===== src/rtl/execution_controller.sv =====
// execution_controller: sequences the pipelined processor for the debug unit.
// It runs the program continuously or one step at a time on host commands.
// On HALT it drains the in-flight instructions, then freezes the machine.
// It reports the number of enabled cycles and the PC captured at the end.
// Optional breakpoint support is enabled by defining EXEC_BREAKPOINT_EN.
module execution_controller #(
  parameter int PC_SIZE      = 32,
  parameter int CNT_SIZE     = 32,
  parameter int DRAIN_CYCLES = 4
) (
  input  logic                i_clock,
  input  logic                i_reset_n,
  input  logic                i_cmd_valid,
  input  logic [1:0]          i_cmd,
  output logic                o_cmd_ready,
  input  logic                i_halt,
  input  logic [PC_SIZE-1:0]  i_pc,
`ifdef EXEC_BREAKPOINT_EN
  input  logic                i_bp_valid,
  input  logic [PC_SIZE-1:0]  i_bp_addr,
`endif
  output logic                o_pipeline_enable,
  output logic                o_busy,
  output logic                o_done,
  output logic [CNT_SIZE-1:0] o_cycle_count,
  output logic [PC_SIZE-1:0]  o_last_pc
);

  typedef enum logic [2:0] {
    S_IDLE,
    S_RUN,
    S_STEP,
    S_DRAIN,
    S_DONE
  } state_t;

  typedef enum logic [1:0] {
    CMD_CLEAR = 2'b00,
    CMD_RUN   = 2'b01,
    CMD_STEP  = 2'b10,
    CMD_STOP  = 2'b11
  } cmd_t;

  localparam logic [3:0] DRAIN_INIT = 4'(DRAIN_CYCLES);

  state_t     state;
  state_t     next;
  cmd_t       cmd_in;
  logic       accept;
  logic       bp_hit;
  logic       clr_cnt;
  logic       clr_pc;
  logic [3:0] drain_cnt;

  assign cmd_in = cmd_t'(i_cmd);
  assign accept = i_cmd_valid && o_cmd_ready;

`ifdef EXEC_BREAKPOINT_EN
  assign bp_hit = i_bp_valid && (i_pc == i_bp_addr);
`else
  assign bp_hit = 1'b0;
`endif

  // Handshake and busy flags decoded directly from the current state
  always_comb begin
    o_cmd_ready = (state == S_IDLE) || (state == S_RUN) || (state == S_DONE);
    o_busy      = (state == S_RUN) || (state == S_STEP) || (state == S_DRAIN);
  end

  // Next-state selection; HALT outranks breakpoint and STOP while running
  always_comb begin
    next    = state;
    clr_cnt = 1'b0;
    clr_pc  = 1'b0;
    unique case (state)
      S_IDLE: begin
        if (accept) begin
          unique case (cmd_in)
            CMD_RUN:   next = S_RUN;
            CMD_STEP:  next = S_STEP;
            CMD_CLEAR: clr_cnt = 1'b1;
            default:   next = S_IDLE;
          endcase
        end
      end
      S_RUN: begin
        if (i_halt)                               next = S_DRAIN;
        else if (bp_hit)                          next = S_IDLE;
        else if (accept && (cmd_in == CMD_STOP))  next = S_IDLE;
      end
      S_STEP: begin
        next = i_halt ? S_DRAIN : S_IDLE;
      end
      S_DRAIN: begin
        if (drain_cnt <= 4'd1) next = S_DONE;
      end
      S_DONE: begin
        if (accept && (cmd_in == CMD_CLEAR)) begin
          clr_cnt = 1'b1;
          clr_pc  = 1'b1;
          next    = S_IDLE;
        end
      end
      default: next = S_IDLE;
    endcase
  end

  // State register; enable is registered from the next state so it is high
  // exactly in the cycles spent in RUN, STEP and DRAIN
  always_ff @(posedge i_clock or negedge i_reset_n) begin
    if (!i_reset_n) begin
      state             <= S_IDLE;
      o_pipeline_enable <= 1'b0;
    end else begin
      state             <= next;
      o_pipeline_enable <= (next == S_RUN) || (next == S_STEP) || (next == S_DRAIN);
    end
  end

  // Drain down-counter, loaded on entry to DRAIN
  always_ff @(posedge i_clock or negedge i_reset_n) begin
    if (!i_reset_n) begin
      drain_cnt <= '0;
    end else if ((state != S_DRAIN) && (next == S_DRAIN)) begin
      drain_cnt <= DRAIN_INIT;
    end else if (state == S_DRAIN) begin
      drain_cnt <= drain_cnt - 4'd1;
    end
  end

  // Saturating count of enabled cycles
  always_ff @(posedge i_clock or negedge i_reset_n) begin
    if (!i_reset_n) begin
      o_cycle_count <= '0;
    end else if (clr_cnt) begin
      o_cycle_count <= '0;
    end else if (o_pipeline_enable && (o_cycle_count != '1)) begin
      o_cycle_count <= o_cycle_count + CNT_SIZE'(1);
    end
  end

  // Done pulse and final PC capture on the DRAIN-to-DONE transition
  always_ff @(posedge i_clock or negedge i_reset_n) begin
    if (!i_reset_n) begin
      o_done    <= 1'b0;
      o_last_pc <= '0;
    end else begin
      o_done <= (state == S_DRAIN) && (next == S_DONE);
      if (clr_pc) begin
        o_last_pc <= '0;
      end else if ((state == S_DRAIN) && (next == S_DONE)) begin
        o_last_pc <= i_pc;
      end
    end
  end

endmodule


===== config.mk =====
export PLATFORM = sky130hd
export DESIGN_NAME = execution_controller
export DESIGN_NICKNAME = d
export VERILOG_FILES = /design/src/rtl/execution_controller.sv
export SDC_FILE = /design/constraint.sdc
export NUM_CORES = 1
export LEC_CHECK = 0
export CORE_MARGIN = 4
export CORE_UTILIZATION = 50
export CTS_CLUSTER_DIAMETER = 60
export DETAILED_ROUTE_END_ITERATION = 6
export GPL_ROUTABILITY_DRIVEN = 0
export MAX_ROUTING_LAYER = met4
export PLACE_DENSITY = 0.91
export SKIP_LAST_GASP = 1
export SYNTH_ARGS = -nofsm -noshare
export SYNTH_HDL_FRONTEND = slang
export SYNTH_SLANG_ARGS = --single-unit

===== constraint.sdc =====
create_clock -name i_clock -period 5.8 [get_ports i_clock]
set_input_delay 1.45 -clock i_clock [delete_from_list [all_inputs] [get_ports i_clock]]
set_output_delay 1.45 -clock i_clock [all_outputs]
set_load 0.01 [all_outputs]

==> results of run 1 <==
==> report_power, final <==
part / switching, mW / internal [mW]
logic: 0.476 / 0.600
clock network: 0.188 / 0.207
registers: 0.271 / 0.750
==> through the flow <==
stage          instances  setup WS [ns]  total power, mW
6_report             587          2.537            2.492
3_5_place_dp         571          2.189            2.102
5_1_grt              587          2.340            2.657
3_3_place_gp         571          2.273            2.043
2_1_floorplan        388          3.262            1.472
4_1_cts              587          2.564            2.505
==> per-layer routing <==
metal  share of wire  wire (microns)
met5               0               0
met1            0.42            3798
met2            0.49            4404
met4           0.014             123
met3           0.074             670
==> kinds of logic (layout without fill, tap and decap cells) <==
| logic type | after synthesis | in the layout | synth area share |
|---|---|---|---|
| flip-flops | 73 | 73 | 0.5205 |
| multiplexers | 2 | 2 | 0.005704 |
| adder cells (fa/ha/maj) | 3 | 3 | 0.01070 |
| buffers and inverters | 29 | 132 | 0.03601 |
| AND/OR/NAND/NOR | 172 | 172 | 0.2367 |
| AO/OA/AOI/OAI | 99 | 99 | 0.1654 |
| XOR/XNOR | 10 | 10 | 0.02496 |
==> cell usage after synthesis (4+ instances only) <==
| cell type | n |
|---|---|
| o31ai_1 | 5 |
| o21ai_0 | 18 |
| inv_1 | 9 |
| nand2_1 | 86 |
| dfrtp_1 | 73 |
| nor2_1 | 19 |
| nand3_1 | 14 |
| a21oi_1 | 60 |
| nand4_1 | 7 |
| or4_1 | 4 |
| nor4_1 | 7 |
| clkbuf_1 | 13 |
| or3_1 | 14 |
| nor3_1 | 4 |
| xnor2_1 | 8 |
==> worst reg2reg max path, delay by kind of cell (launching register included) <==
family / cells / cell delay (ns)
AO/OA/AOI/OAI: 1 / 0.19
AND/OR/NAND/NOR: 4 / 0.60
adder cells (fa/ha/maj): 1 / 0.19
flip-flops: 1 / 0.42
buffers and inverters: 3 / 1.05
==> final timing paths <==
path | from | end | cells after the start
max | i_cmd[0] | o_last_pc[22] | 6
min | o_last_pc[13] | o_last_pc[13] | 2
max reg2reg | drain_cnt[0] | o_last_pc[22] | 9
min reg2reg | o_last_pc[13] | o_last_pc[13] | 2
max in group asynchronous | i_reset_n | o_last_pc[16] | 1
min in group asynchronous | i_reset_n | o_cycle_count[4] | 1
==> placed cells by master, fill, tap and decap left out, types with 2 or more instances in the layout <==
cell type	instances
inv_1	9
o21ai_0	18
and4_1	3
buf_4	3
or3_2	2
clkinv_2	4
and3_1	2
nand4_1	7
a21oi_1	60
a311o_1	2
or3_1	14
xnor2_1	8
mux2i_1	2
nor2_1	18
nor4_1	6
clkdlybuf4s50_1	104
or4_1	4
ha_1	3
clkbuf_8	10
a31oi_1	3
dfrtp_1	73
nand2_1	86
or2_2	2
xor2_1	2
o31ai_1	5
and2_1	3
nand3_1	14
nor3_1	4
==> final cells by class <==
type / instances / area share
flip-flops and latches: 73 / 0.3802
repair buffers: 107 / 0.2214
inverters: 9 / 0.007031
clock inverters: 6 / 0.01198
well taps: 96 / 0.02500
clock buffers: 10 / 0.02865
multi-input cells: 286 / 0.3258
==> registers in the layout, summed over array words and instances (netlist names) <==
signal             cells
o_cycle_count         32
drain_cnt              4
o_last_pc             32
state                  3
o_pipeline_enable      1
o_done                 1
==> results.yml, run 1 <==
drt:
  vias: 3271
  first_pass_iters: 4
  wl_mm: 8.996
  routedWlPerCell_microns: 15.33
  via_per_inst: 5.572
  drt_iter0_drc: 231
  drc: 0
  detail-route-antenna-nets: 0
yosys:
  synth_seq_cells: 73
  yosys.area.top_type_share: 0.5205
  yosys-top-cells-area: "dfrtp_1 52%, nand2_1 9.2%, a21oi_1 8.6%, o21ai_0 2.6%, or3_1 2.5%"
  yosysUniqueCellTypes: 44
  synthFlopType: "dfrtp_1"
  synthCells: 388
  postSynthNetCount: 429
  synth_edf_count: 0
  synth_area_sq_mm: 0.003510
  yosys_warnings: 0
  async_flop_share: 1.000
  synth_area_leader_cell: "dfrtp_1"
  avgSynthCellArea_sq_um: 9.045
  ys_seq_area_frac: 0.5205
critical_path:
  crit_arrival_ns: 3.42
  crit_path_max_incr_delay_ns: 0.94
  end_kind: "flop"
  reg2reg_slack_ns: 3.27
  crit_family: "simple AND/OR/NAND/NOR gates"
  cp_max_fo: 32
  criticalPathCategory: "input port to flop"
  path_buf_inv: 1
  path_cells: "clkdlybuf4s50_1 -> nand2b_1 -> nor2_1 -> nand2_1 -> nor2_2 -> a21oi_1"
  slowest_stage: "nor2_2"
  worstPathRequired_ns: 5.96
  start_kind: "input port"
cts:
  clock-root-buffer: "clkbuf_8"
  cts.sinks: 73
  cts.htree.levels: 3
  holdBufCountCts: 0
  post_cts_buffers: 0
  cts_resized: 0
  path_clk_slew_ns: 0.07
  cts_made_buffers: 9
  clk_latency_ns: 0.34
  cts_tree: "yes"
  clockBufferDepth: 2
global_route:
  globalRouteMet2Util: 0.3634
  grt_pass1_wl_mm: 15.02
  grt_max_degree: 74
  grt.busiest_layer: "met2"
  gr-usage-met3: 0.05414
  grt_pass1_vias: 3320
  grt_overflow: 0
  grt_usage: 0.2248
  antenna_found_initial: 0
  use_met1: 0.2697
floorplanning:
  coreArea_sq_mm: 0.006794
  dieWidth_microns: 91.78
  dieArea_sq_mm: 0.008424
  rows: 30
  io_pins: 106
  initial_core_util: 0.5166
  dieHeight_microns: 91.78
power:
  p_leak_nw: 1.915
  powerDensity_mw_per_mm2: 518.7
  peakVddDrop_v: 0.0002985
job:
  drv_cap: 0
final_layout:
  fin_area_sq_mm: 0.004805
  register_area_sq_mm: 0.001827
  fin_nets: 527
  drive_gt1_frac: 0.06314
  area_delta_synth_final_pct: 36.90
  multi_input_area_sq_mm: 0.001565
  diodes: 0
  num-fill-cells: 506
  final_core_util: 0.7072
placement:
  dp_hpwl_mm: 6.387
  placed_area_sq_mm: 0.004609
  io_buffers: 105
timing:
  fin_crit_sh: 0.5626
  whs_ns: 0.5266
  period_needed_ns: 3.263
  finalSetupTns_ns: 0
  finalHoldViolations: 0
  slew_headroom: 0.1936
  fmax_mhz: 306.4
  grt_setup_unrepaired: "no"
  setup-violations-final: 0
  final_max_slew_viol_count: 0
  worst_pin_slew_ns: 1.208
  skew_ns: 0.006938
min_path:
  holdCritPathClass: "flop to flop"
status:
  status: "finished, final reports clean"
(Power assumes the default switching activity.)
==> run 2, diff against run 1 <==
--- a/config.mk
+++ b/config.mk
@@ -6,12 +6,12 @@
 export NUM_CORES = 1
 export LEC_CHECK = 0
 export CORE_MARGIN = 4
-export CORE_UTILIZATION = 50
+export CORE_UTILIZATION = 43
 export CTS_CLUSTER_DIAMETER = 60
 export DETAILED_ROUTE_END_ITERATION = 6
 export GPL_ROUTABILITY_DRIVEN = 0
 export MAX_ROUTING_LAYER = met4
-export PLACE_DENSITY = 0.91
+export PLACE_DENSITY = 0.84
 export SKIP_LAST_GASP = 1
 export SYNTH_ARGS = -nofsm -noshare
 export SYNTH_HDL_FRONTEND = slang
==> constraint.sdc (replaced) <==
create_clock -name i_clock -period 2.8 [get_ports i_clock]
set_input_delay 0.7 -clock i_clock [delete_from_list [all_inputs] [get_ports i_clock]]
set_output_delay 0.7 -clock i_clock [all_outputs]
set_load 0.01 [all_outputs]
==> run 2 against run 1 <==
  * Cell count rose by 1.7%
  * Via count fell by 0.18%
  * Global-route usage fell by 2.3 points
  * Sequential cell count did not move
  * First-iteration DRC count fell by 16%
  * Utilization fell by 8.1 points
  * Sequential power rose by 100%
  * Critical endpoint is now o_busy
  * Largest power group unchanged
  * Highest routed layer unchanged
==> results.yml, run 2 (same netlist as run 1, synthesis figures left out) <==
cts:
  clock-root-buffer: "clkbuf_8"
  post_cts_buffers: 0
  cts.htree.levels: 3
  holdBufCountCts: 0
  cts_tree: "yes"
  clk_latency_ns: 0.34
  path_clk_slew_ns: 0.08
  cts_made_buffers: 9
  cts.sinks: 73
  cts_resized: 0
  clockBufferDepth: 2
drt:
  drt_iter0_drc: 195
  routedWlPerCell_microns: 15.26
  via_per_inst: 5.469
  wl_mm: 9.111
  drc: 0
  first_pass_iters: 4
  vias: 3265
  detail-route-antenna-nets: 0
final_layout:
  final_cell_mix: "104 x clkdlybuf4s50_1, 86 x nand2_1, 73 x dfrtp_1, 60 x a21oi_1"
  fin_nets: 531
  diodes: 0
  drive_gt1_frac: 0.06869
  layout_commonest_cell: "clkdlybuf4s50_1"
  num-fill-cells: 672
  area_delta_synth_final_pct: 40.04
  fin_area_sq_mm: 0.004915
  stdcell_count: 597
  largestRegisters: "o_cycle_count (32), o_last_pc (32), drain_cnt (4)"
placement:
  placed_cells: 581
  io_buffers: 105
  placed_area_sq_mm: 0.004657
  dp_hpwl_mm: 6.477
  dp_slack_ns: 0.4307
critical_path:
  cp_max_fo: 13
  end_kind: "primary output"
  path_cells: "nor2_1 -> nor2_1 -> clkdlybuf4s50_1"
  crit_path_max_incr_delay_ns: 0.60
  worst_path_most_repeated_cell: "nor2_1"
  crit_arrival_ns: 1.72
  worstPathRequired_ns: 2.10
  criticalPathCategory: "flop to primary output"
  slowest_stage: "dfrtp_1"
  start_kind: "flop"
timing:
  timing.final.ws_setup_ns: 0.3822
  skew_ns: 0.009253
  finalSetupTns_ns: 0
  period_needed_ns: 2.418
  fin_crit_sh: 0.8635
  finalHoldViolations: 0
  final_max_slew_viol_count: 0
  setup-violations-final: 0
  slew_headroom: 0.5264
  fmax_mhz: 413.6
  grt_setup_unrepaired: "no"
  worst_pin_slew_ns: 0.7039
global_route:
  antenna_found_initial: 0
  grt_pass1_vias: 3227
  grt_usage: 0.2014
  grt_overflow: 0
  grt_max_degree: 34
  grt_pass1_wl_mm: 15.51
floorplanning:
  rows: 32
  initial_core_util: 0.4472
  coreArea_sq_mm: 0.007848
  dieWidth_microns: 98.35
  dieArea_sq_mm: 0.009672
  dieHeight_microns: 98.35
  io_pins: 106
power:
  power_mw: 5.395
  p_comb_frac: 0.414
  p_leak_nw: 1.966
  p_clk_frac: 0.198
  peakVddDrop_v: 0.0005215
  power.internal_mw: 3.482
  swShare: 0.3546
  seqPwrFrac: 0.388
  p_sw_mw: 1.913
  powerDensity_mw_per_mm2: 1098
min_path:
  holdCritPathClass: "input port to async pin"
status:
  status: "finished, final reports clean"
job:
  drv_cap: 0
## run 2: per-stage QoR
stage / util / hold slack [ns]
2_1_floorplan: - / 0.4044
3_5_place_dp: 0.5934 / 0.5178
3_3_place_gp: 0.5934 / 0.5095
5_1_grt: 0.6263 / 0.3682
6_report: 0.6263 / 0.3493
4_1_cts: 0.6263 / 0.3456
## run 2: layout make-up
class | count | area, sq um | area share
Sequential cell | 73 | 1827 | 0.3717
Multi-Input combinational cell | 286 | 1565 | 0.3185
Timing Repair Buffer | 111 | 1104 | 0.2245
Clock inverter | 6 | 130.1 | 0.02648
Clock buffer | 10 | 127.6 | 0.02597
Tap cell | 102 | 127.6 | 0.02597
Inverter | 9 | 33.78 | 0.006874
## run 2: worst max-delay path, delay by kind of cell, from the launching register on
| family | cells | cell delay, ns |
|---|---|---|
| DFF | 1 | 0.60 |
| buffers and inverters | 1 | 0.54 |
| and+or+nand+nor | 2 | 0.24 |
## run 2: power groups by stage
stage / clock (mW) / sequential [mW] / combinational [mW]
floorplan: 0 / 2.18 / 0.867
global placement: 0 / 2.07 / 2.18
detailed placement: 0 / 2.10 / 2.26
CTS: 1.09 / 2.09 / 2.26
global route: 1.15 / 2.18 / 2.45
finish: 1.07 / 2.09 / 2.23
## run 2: final timing paths
path,startpoint,endpoint,slack (ns),cells after the start
max,state[0],o_busy,0.38,3
min,i_reset_n,o_cycle_count[6],0.35,1
max reg2reg,o_cycle_count[0],o_cycle_count[22],0.46,6
min reg2reg,o_last_pc[0],o_last_pc[0],0.52,2
max in group asynchronous,i_reset_n,o_last_pc[18],1.63,2
min in group i_clock,o_last_pc[0],o_last_pc[0],0.52,2
## run 2: layer usage
metal  track usage  wire [microns]  vias up
met5             -               0        -
met4       0.07143             136        0
met3       0.04929             660       11
met2        0.3110            4305      120
met1        0.2590            4007     1565
li1              -               -     1569
==> run 3, diff against run 2 <==
==> constraint.sdc (replaced) <==
create_clock -name i_clock -period 2 [get_ports i_clock]
set_input_delay 0.5 -clock i_clock [delete_from_list [all_inputs] [get_ports i_clock]]
set_output_delay 0.5 -clock i_clock [all_outputs]
set_load 0.01 [all_outputs]
==> run 3 against run 2 <==
  * The flow now finishes with violations (setup timing)
  * Non-clock buffer count up 48
  * Die area did not move
  * Utilization is 5.5 points higher
  * Sequential cell count stayed put
==> results.yml, run 3 (same netlist as run 1, synthesis figures left out) <==
timing:
  timing.final.ws_setup_ns: -0.005530
  finalSetupTns_ns: -0.008025
  skew_ns: 0.01168
  period_needed_ns: 2.006
  fmax_mhz: 498.6
  fin_crit_sh: 1.003
  final_max_slew_viol_count: 0
  grt_setup_unrepaired: "yes"
  setup-violations-final: 2
  slew_headroom: 0.6169
  finalHoldViolations: 0
  worst_pin_slew_ns: 0.5694
final_layout:
  largestRegisters: "o_cycle_count (32), o_last_pc (32), drain_cnt (4)"
  fin_area_sq_mm: 0.005346
  layout_commonest_cell: "clkdlybuf4s50_1"
  diodes: 0
  final_cell_mix: "103 x clkdlybuf4s50_1, 86 x nand2_1, 63 x dfrtp_1, 55 x a21oi_1, 50 x buf_4"
  fin_nets: 579
  area_delta_synth_final_pct: 52.34
  drive_gt1_frac: 0.2007
  stdcell_count: 645
power:
  p_clk_frac: 0.159
  peakVddDrop_v: 0.0008474
  powerDensity_mw_per_mm2: 1478
  p_comb_frac: 0.501
  power.internal_mw: 5.054
  p_leak_nw: 2.186
  seqPwrFrac: 0.340
  swShare: 0.3606
  p_sw_mw: 2.850
floorplanning:
  coreArea_sq_mm: 0.007848
  dieArea_sq_mm: 0.009672
  dieWidth_microns: 98.35
  io_pins: 106
  initial_core_util: 0.4472
  rows: 32
  dieHeight_microns: 98.35
global_route:
  grt_overflow: 0
  antenna_found_initial: 0
  grt_pass1_vias: 3461
  grt.busiest_layer: "met2"
  grt_usage: 0.2079
  grt_pass1_wl_mm: 15.97
  gr-usage-met3: 0.05714
  grt_max_degree: 34
  use_met1: 0.2461
  globalRouteMet2Util: 0.3307
drt:
  drt_iter0_drc: 153
  drc: 0
  first_pass_iters: 4
  routedWlPerCell_microns: 15.16
  wl_mm: 9.781
  detail-route-antenna-nets: 0
  vias: 3495
  via_per_inst: 5.419
status:
  violations: "setup timing"
  status: "finished with violations"
cts:
  cts_tree: "yes"
  holdBufCountCts: 0
  cts_made_buffers: 9
  clockBufferDepth: 2
  path_clk_slew_ns: 0.08
  clk_latency_ns: 0.35
  cts.sinks: 73
  cts.htree.levels: 3
  clock-root-buffer: "clkbuf_8"
placement:
  dp_hpwl_mm: 7.110
  placed_cells: 623
  io_buffers: 105
  placed_area_sq_mm: 0.005035
critical_path:
  criticalPathCategory: "flop to flop"
  end_kind: "flop"
  crit_family: "simple AND/OR/NAND/NOR gates"
  crit_path_max_incr_delay_ns: 0.51
  cp_max_fo: 13
  slowest_stage: "a311o_2"
  crit_arrival_ns: 2.28
  reg2reg_slack_ns: -0.006
  path_cells: "and4_1 -> and2_1 -> a311o_2 -> or4_1 -> a21oi_1"
  worstPathRequired_ns: 2.28
  path_buf_inv: 0
  start_kind: "flop"
min_path:
  holdCritPathClass: "input port to async pin"
job:
  drv_cap: 0
-- run 3: stage by stage --
| step | hold WS, ns | power, mW | setup WS [ns] | utilization |
|---|---|---|---|---|
| finish | 0.04982 | 7.904 | -0.005530 | 0.6813 |
| global route | 0.06225 | 8.449 | -0.07358 | 0.6813 |
| CTS | 0.04422 | 7.858 | 0.004505 | 0.6688 |
| detailed placement | 0.4232 | 6.577 | -0.06313 | 0.6416 |
| global placement | 0.4273 | 6.408 | -0.02339 | 0.6416 |
| floorplan | 0.2044 | 4.319 | -0.003534 | - |
-- run 3: layout make-up --
type | count | area (sq um)
fillers | 599 | 2501
flip-flops and latches | 73 | 1839
multi-input cells | 286 | 1643
repair buffers | 159 | 1491
clock buffers | 10 | 127.6
well taps | 102 | 127.6
clock inverters | 6 | 83.83
inverters | 9 | 33.78
-- run 3: worst paths after layout --
check,start,endpoint,depth (start not counted)
min in group i_clock,o_last_pc[21],o_last_pc[21],2
worst min-delay path,i_reset_n,o_cycle_count[2],1
worst max-delay path,o_cycle_count[31],o_cycle_count[21],5
worst max register to register,o_cycle_count[31],o_cycle_count[21],5
worst min register to register,o_last_pc[21],o_last_pc[21],2
max in group asynchronous,i_reset_n,state[2],2
-- run 3: routing by layer --
metal / wire length (microns) / vias up / share of wire
met5: 0 / - / 0
met4: 225 / 0 / 0.023
met3: 653 / 23 / 0.067
met2: 4719 / 116 / 0.48
met1: 4183 / 1693 / 0.43
li1: - / 1663 / -
-- run 3: timing repair --
item                                    4_1_cts  5_1_grt
endpoints found under the setup margin        8       14
pin swaps                                     1        5
gates resized for setup                       4       14
setup buffers                                 0        6
-- run 3: power by group through the flow --
stage               Sequential [mW]  Clock (mW)  Combinational (mW)
global placement               2.65           0                3.76
floorplan                      3.09           0                1.23
finish                         2.69        1.26                3.96
detailed placement             2.70           0                3.87
global route                   2.79        1.35                4.31
CTS                            2.68        1.29                3.89
-- run 3: worst reg2reg max path: stages (launching register included) --
cell,delay (ns)
dfrtp_1,0.39
and4_1,0.23
and2_1,0.22
a311o_2,0.51
or4_1,0.43
a21oi_1,0.15
